[config.mk]
export PLATFORM = sky130hd
export DESIGN_NAME = bcd_converter
export DESIGN_NICKNAME = d
export VERILOG_FILES = /design/src/rtl/bcd_pkg.sv /design/src/rtl/bcd_digit_adjust.sv /design/src/rtl/bcd_converter.sv
export SDC_FILE = /design/constraint.sdc
export NUM_CORES = 1
export LEC_CHECK = 0
export ABC_AREA = 1
export BUFFER_PORTS_ARGS = -buffer_cell sky130_fd_sc_hd__buf_2
export CAP_MARGIN = 20
export CORE_MARGIN = 2
export CORE_UTILIZATION = 57
export DETAILED_ROUTE_END_ITERATION = 10
export PLACE_DENSITY = 0.81
export RECOVER_POWER = 25
export SLEW_MARGIN = 20
export SYNTH_ARGS = -nofsm -noshare
export SYNTH_HDL_FRONTEND = slang
export SYNTH_SLANG_ARGS = --single-unit
[constraint.sdc]
create_clock -name i_clock -period 1.3 [get_ports i_clock]
set_input_delay 0.195 -clock i_clock [delete_from_list [all_inputs] [get_ports i_clock]]
set_output_delay 0.195 -clock i_clock [all_outputs]
set_load 0.005 [all_outputs]
[src/rtl/bcd_pkg.sv]
// rtl/bcd_pkg.sv - shared types and constants for the double-dabble BCD converter
package bcd_pkg;

  typedef enum logic [1:0] {
    ST_IDLE    = 2'd0,
    ST_CONVERT = 2'd1,
    ST_DONE    = 2'd2
  } state_t;

  localparam int DIGIT_WIDTH = 4;

  localparam logic [DIGIT_WIDTH-1:0] ADJ_THRESHOLD = 4'd5;
  localparam logic [DIGIT_WIDTH-1:0] ADJ_OFFSET    = 4'd3;

endpackage

[src/rtl/bcd_digit_adjust.sv]
// rtl/bcd_digit_adjust.sv - per-digit add-3 correction applied before each double-dabble shift
module bcd_digit_adjust
  import bcd_pkg::*;
(
  input  logic [DIGIT_WIDTH-1:0] i_digit,
  output logic [DIGIT_WIDTH-1:0] o_digit
);

  always_comb begin
    o_digit = i_digit;
    if (i_digit >= ADJ_THRESHOLD) begin
      o_digit = i_digit + ADJ_OFFSET;
    end
  end

endmodule

[src/rtl/bcd_converter.sv]
// rtl/bcd_converter.sv - sequential binary-to-BCD converter (shift-and-add-3), fixed BITS-cycle conversion
module bcd_converter
  import bcd_pkg::*;
#(
  parameter int BITS   = 8,
  parameter int DIGITS = 3
) (
  input  logic                          i_clock,
  input  logic                          i_reset,
  input  logic                          i_start,
  input  logic [BITS-1:0]               i_binary,
  output logic                          o_busy,
  output logic                          o_finished,
  output logic [DIGIT_WIDTH*DIGITS-1:0] o_bcd
);

  localparam int BCD_W = DIGIT_WIDTH * DIGITS;
  localparam int CNT_W = $clog2(BITS + 1);

  localparam longint unsigned MAX_BIN   = (64'd1 << BITS) - 64'd1;
  localparam longint unsigned BCD_RANGE = 64'd10 ** DIGITS;

  generate
    if (BCD_RANGE <= MAX_BIN) begin : g_range_check
      $error("bcd_converter: DIGITS too small to represent every BITS-wide input");
    end
  endgenerate

  state_t             state_q, state_d;
  logic [BITS-1:0]    shift_q, shift_d;
  logic [BCD_W-1:0]   work_q, work_d;
  logic [CNT_W-1:0]   cnt_q, cnt_d;
  logic [BCD_W-1:0]   bcd_q, bcd_d;
  logic               busy_q, busy_d;
  logic               finished_q, finished_d;
  logic [BCD_W-1:0]   work_adj;

  for (genvar g = 0; g < DIGITS; g++) begin : g_adjust
    bcd_digit_adjust u_adjust (
      .i_digit (work_q[g*DIGIT_WIDTH +: DIGIT_WIDTH]),
      .o_digit (work_adj[g*DIGIT_WIDTH +: DIGIT_WIDTH])
    );
  end

  always_comb begin
    state_d    = state_q;
    shift_d    = shift_q;
    work_d     = work_q;
    cnt_d      = cnt_q;
    bcd_d      = bcd_q;
    busy_d     = busy_q;
    finished_d = 1'b0;
    case (state_q)
      ST_IDLE: begin
        if (i_start) begin
          shift_d = i_binary;
          work_d  = '0;
          cnt_d   = CNT_W'(BITS);
          busy_d  = 1'b1;
          state_d = ST_CONVERT;
        end
      end
      ST_CONVERT: begin
        // Adjust all digits first, then shift the whole {BCD, binary} chain left by one.
        {work_d, shift_d} = {work_adj[BCD_W-2:0], shift_q, 1'b0};
        cnt_d = cnt_q - CNT_W'(1);
        if (cnt_q == CNT_W'(1)) begin
          state_d = ST_DONE;
        end
      end
      ST_DONE: begin
        bcd_d      = work_q;
        finished_d = 1'b1;
        busy_d     = 1'b0;
        state_d    = ST_IDLE;
      end
      default: begin
        state_d = ST_IDLE;
      end
    endcase
  end

  always_ff @(posedge i_clock or negedge i_reset) begin
    if (!i_reset) begin
      state_q    <= ST_IDLE;
      shift_q    <= '0;
      work_q     <= '0;
      cnt_q      <= '0;
      bcd_q      <= '0;
      busy_q     <= 1'b0;
      finished_q <= 1'b0;
    end else begin
      state_q    <= state_d;
      shift_q    <= shift_d;
      work_q     <= work_d;
      cnt_q      <= cnt_d;
      bcd_q      <= bcd_d;
      busy_q     <= busy_d;
      finished_q <= finished_d;
    end
  end

  assign o_busy     = busy_q;
  assign o_finished = finished_q;
  assign o_bcd      = bcd_q;

endmodule

# Word level (Yosys, flattened, before mapping)
# Index checks and enable logic that the tools add are counted.
[classes]
addsub = 4
n_lt_le_gt_ge = 3
n_eq_ne = 5
n_mux = 15
n_reduce_logical = 6
[op_table]
columns = ["operator", "count"]
rows = [
  ["one-hot mux 12 bit (2 select lines)", 1],
  ["one-hot mux 8 bit (2 select lines)", 1],
  ["greater-or-equal comparator 4 x 3 -> 1 bit (second input constant)", 3],
  ["2-to-1 mux 12 bit", 1],
  ["2-to-1 mux 4 bit", 3],
  ["adder 4 x 2 -> 4 bit (second input constant)", 2],
  ["2-to-1 mux 8 bit", 1],
  ["one-hot mux 4 bit (2 select lines)", 1],
  ["AND reduction 2 bit", 3],
  ["equality test 4 x 1 -> 1 bit (second input constant)", 1],
  ["2-to-1 mux 2 bit", 2],
  ["!= test 2 bit (second input constant)", 2],
  ["one-hot mux 2 bit (2 select lines)", 1],
  ["nonzero test 2 bit", 2],
  ["subtractor 4 x 1 -> 4 bit (second input constant)", 1],
  ["adder 3 x 2 -> 3 bit (second input constant)", 1],
  ["2-to-1 mux 3 bit", 1],
  ["equality test 2 x 1 -> 1 bit (second input constant)", 1],
  ["equality test 2 bit (second input constant)", 1],
  ["logical NOT 2 bit", 1],
  ["2-to-1 mux 1 bit", 2],
  ["one-hot mux 1 bit (2 select lines)", 1],
]
[word_totals]
register_bits = 40
inputBits = 11
output_inout_bits = 14
elab_cells = 40

# Depth between registers and ports, before layout
[depth]
word_depth = 3
depth_mapped = 8
ltp_nobuf = 8

# By module
# A second synthesis with hierarchy kept.
[unflattened]
cells_unflattened = 247
hier_area_um2 = 2038.2
[modules_own_cells]
columns = ["module", "n_inst", "cells_each", "area_each_um2", "seq_area_each_um2"]
rows = [
  ["bcd_converter", 1, 178, 1632.8, 1001.0],
  ["bcd_digit_adjust", 3, 23, 135.1, 0.0],
]

# Worst setup path after synthesis
# No wires, ideal clock.
[synth_path]
path_kind = "register -> register"
start = "register work_q[4]"
end = "register work_q[8]"
t_arrival_ps = 1035
path_slack_ps = 142
stages_incl_launch_ff = 8
n_path_buf = 0
synth_period_minus_slack_ps = 1158
cell_sequence = "dfrtp_1 > inv_1 > ha_1 > inv_1 > nand2_1 > nand3_1 > nand2_1 > o21bai_1"
[synth_via]
elab_chain_len = 3
word_cells_on_any_way = 4
cone_classes = "add/sub (1); order compare (1); mux (2)"
[synth_lines]
columns = ["item", "line", "rtl"]
rows = [
  ["from (decl)", "bcd_converter.sv:31", "logic [BCD_W-1:0] work_q, work_d;"],
  ["from (signal assigned)", "bcd_converter.sv:95", "work_q <= work_d;"],
  ["adder 4 x 2 -> 4 bit or greater-or-equal comparator 4 x 3 -> 1 bit (tied branches)", "bcd_digit_adjust.sv:12, bcd_digit_adjust.sv:11", ""],
  ["2-to-1 mux 4 bit (*)", "bcd_digit_adjust.sv:11", "if (i_digit >= ADJ_THRESHOLD) begin"],
  ["one-hot mux 12 bit (2 select lines) (*)", "bcd_converter.sv:53", "case (state_q)"],
]
# Mark *: on every way between the ends. The rest lies on a longest branch, timed or not.
# A chain may end at the register's enable or synchronous reset.

# Final worst setup path
[layout_path]
start = "register state_q[1]"
end = "register work_q[8]"
[layout_via]
elab_chain_len = 3
word_cells_on_any_way = 6
cone_classes = "eq/ne (2); mux (1); reduce/logical (3)"
[layout_lines]
columns = ["item", "line", "rtl"]
rows = [
  ["from (decl)", "bcd_converter.sv:29", "state_t state_q, state_d;"],
  ["from (signal assigned)", "bcd_converter.sv:93", "state_q <= state_d;"],
  ["equality test 2 x 1 -> 1 bit or logical NOT 2 bit (tied branches)", "bcd_converter.sv:53", ""],
  ["nonzero test 2 bit (no line) or != test 2 bit (tied branches)", "-", ""],
  ["AND reduction 2 bit (no line)", "-", ""],
]
# Parallel ways exist; a longest one is shown, timed or not.

==> results.md <==
- Status: complete, no violations
- Top_reg_cell synth: dfrtp_1
- Critical Path RT: 1530 ps
- Layout overhead on the synthesized area: 15.68%
- Worst Setup SP: state_q[1]
- Max VDD drop: 1.249 mV
- Total GRT Usage: 19.55%
- Met3 Usage GRT: 4.865%
- CP arrival: 1450 ps
- Vias per inst: 4.993
- Global routing usage on met1: 25.03%
- CP max stage delay: 430 ps
- First-pass GRT wire length: 5982 um
- Fraction of layout cells with a size suffix above 1: 28.68%
- Synth warn: 0
- Clock Latency Late Sink: 340 ps
- Mapped Area: 1947 sq um
- Worst path slowest cell: dfrtp_1
- Row Count: 21
- Crit start category: flip-flop
- Vias in the first global route: 1395
- Setup crit end: work_q[8]
- P per Cell Area: 2369 nW/um^2
- Worst-path fanout max: 7
- Register bit total from synthesis: 40
- Minimum clock period: 1221 ps
- TritonCTS clock tree: built
- Asr flop ratio synth: 100.0%
- Total congestion overflow: 0
- Fmax: 818.7 MHz
- Critical Path Stages: 6
- Final wirelength: 3402 um
- Pre-CTS WS: 5.545 ps
- DP HPWL: 2344 um
- Worst clock skew: 8.497 ps
- Max-slew headroom: 65.02%
- EDFF count, synth: 0
- Global placer's final weighted congestion: 0.8318
- CP Class: flip-flop to flip-flop
- H-tree level count: 2
- Slack of the critical path: 78.56 ps
- CP top delay family: flip-flops
- Iter 0 DRT Violations: 84
- Final-layout fill cell count: 285
- Share of the yosys chip area belonging to registers: 51.41%
- Fin crit share: 93.96%
- Actual slew at the worst max-slew pin: 524.7 ps
- Crit end category: flip-flop
- DRC: 0
- Nets: 277
- Met2 GRT Util: 32.39%
- Largest net degree at the start of global routing: 41
- Max Cap Violations: 0
- Wire per inst: 11.19 um
- Syn Nets: 239
- Inserted Diodes: 0
- Crit-path cells: inv_2, nand2_1, nand2_2, buf_4, nor2_1, o21bai_1
- Leakage: 1.173 nW
- Total clock sinks: 40
- Fin util: 68.03%
- R2r endpoint: work_q[8]
- Port buffer count: 24
- Worst path bufs/invs: 2
- Core ar.: 3311 sq um
- Initial antenna violation count: 0
- Initial core utilization: 58.81%
- Worst R2R Setup Slack: 80 ps
- Cell variety after synth: 22
- Post-DRT Antenna Nets: 0
- Final setup viols: 0
- Die area: 3899 sq um
- RSZ-0062 raised after global routing: yes
- I/O pin count: 25
- Via count: 1518
- TritonCTS Buffers: 5
- Clk root buf: clkbuf_4
- Chip height: 62.44 um
- Busiest grt layer: met2
- Synthesized area per cell: 8.849 sq um
- DRT Pass-1 Iters: 4
- RR Startpoint: state_q[1]
- Clk slew on worst S/H paths: 110 ps
- R2R cell count: 6
- Die Span X: 62.44 um
- Syn Inst Count: 220
- Min-Delay Path Class: primary input to flip-flop
- Clk buf depth: 2
- Hold Vio Cnt, Final: 0
- Final TNS setup: 0 ps
- Final Max Tran Viols: 0
## layout by cell type (no fill, tap or decap), drive strengths merged
cell type / instances
nand2: 72
dfrtp: 40
buf: 35
o21ai: 28
inv: 22
nand3: 21
nor2: 11
ha: 8
clkbuf: 8
nand4: 6
o21bai: 2
a21oi: 2
a31oi: 1
o22ai: 1
dlygate4sd3: 1
## sequential cells by signal, summed over array words and instances (netlist names)
name	flops
cnt_q	4
o_bcd	12
o_busy	1
o_finished	1
shift_q	8
state_q	2
work_q	12
## worst min-delay path by stage
stage,startpoint,to,slack (ps),cells past startpoint
floorplan,i_reset,cnt_q[0],-100,0
global placement,i_reset,o_bcd[2],180,2
detailed placement,i_reset,o_bcd[1],180,2
CTS,i_binary[0],shift_q[0],30,3
global route,i_binary[0],shift_q[0],20,3
finish,i_binary[0],shift_q[0],50,3
## cells in the mapped netlist, types with 4 or more instances
cell type / n / area, sq um
nor2_1: 9 / 33.78
dfrtp_1: 40 / 1001
o21ai_1: 4 / 20.02
o21ai_2: 12 / 105.1
buf_6: 5 / 56.30
nand4_1: 6 / 37.54
o21ai_0: 12 / 60.06
inv_1: 18 / 67.56
nand3_1: 20 / 100.1
nand2_1: 70 / 262.8
ha_1: 8 / 100.1
inv_2: 4 / 15.01
## worst min-delay path, delay by kind of cell
kind | cells | cell delay, ps
simple gates | 2 | 90
buf+inv | 1 | 70
## layer usage
metal	wire, um	share of wire, %
met1	1653	49
met2	1522	45
met3	169	5.0
met4	56	1.6
met5	0	0
## timing repair
| action | CTS | global route |
|---|---|---|
| hold buffers | 1 | 0 |
| endpoints found under the setup margin | 2 | 25 |
| endpoints found under the hold margin | 40 | 0 |
| setup buffers | 0 | 2 |
| resized for setup | 1 | 11 |
## final cells by class
type	count	area (sq um)	area share, %
timing repair buffer	37	220.2	9.778
inverter	22	85.08	3.778
clock buffer	7	65.06	2.889
tap	46	57.56	2.556
multi-input combinational	152	822.0	36.50
sequential	40	1002	44.50
## cells by family (layout without fill, tap and decap cells)
logic type	after synthesis	after routing	synth area share, %
adder cells (fa/ha/maj)	8	8	5.142
AND/OR/NAND/NOR	110	110	24.61
AO/OA/AOI/OAI	34	34	11.44
flip-flops	40	40	51.41
buffers and inverters	28	66	7.390
## per-stage QoR
stage	cell area (sq um)	hold slack [ps]	total power, mW	std cells
after global placement	2151	180.8	4.480	294
after detailed placement	2151	180.4	4.573	294
after floorplan	1947	-100.6	3.880	220
after global routing	2252	22.97	5.911	304
after CTS	2226	29.41	5.289	302
final	2252	49.23	5.335	304
## power breakdown
| part | switching, mW | internal (mW) |
|---|---|---|
| registers | 0.354 | 1.79 |
| clock network | 0.386 | 0.307 |
| logic | 1.43 | 1.06 |
| total | 2.17 | 3.16 |
Power figures use the tool's default switching activity.
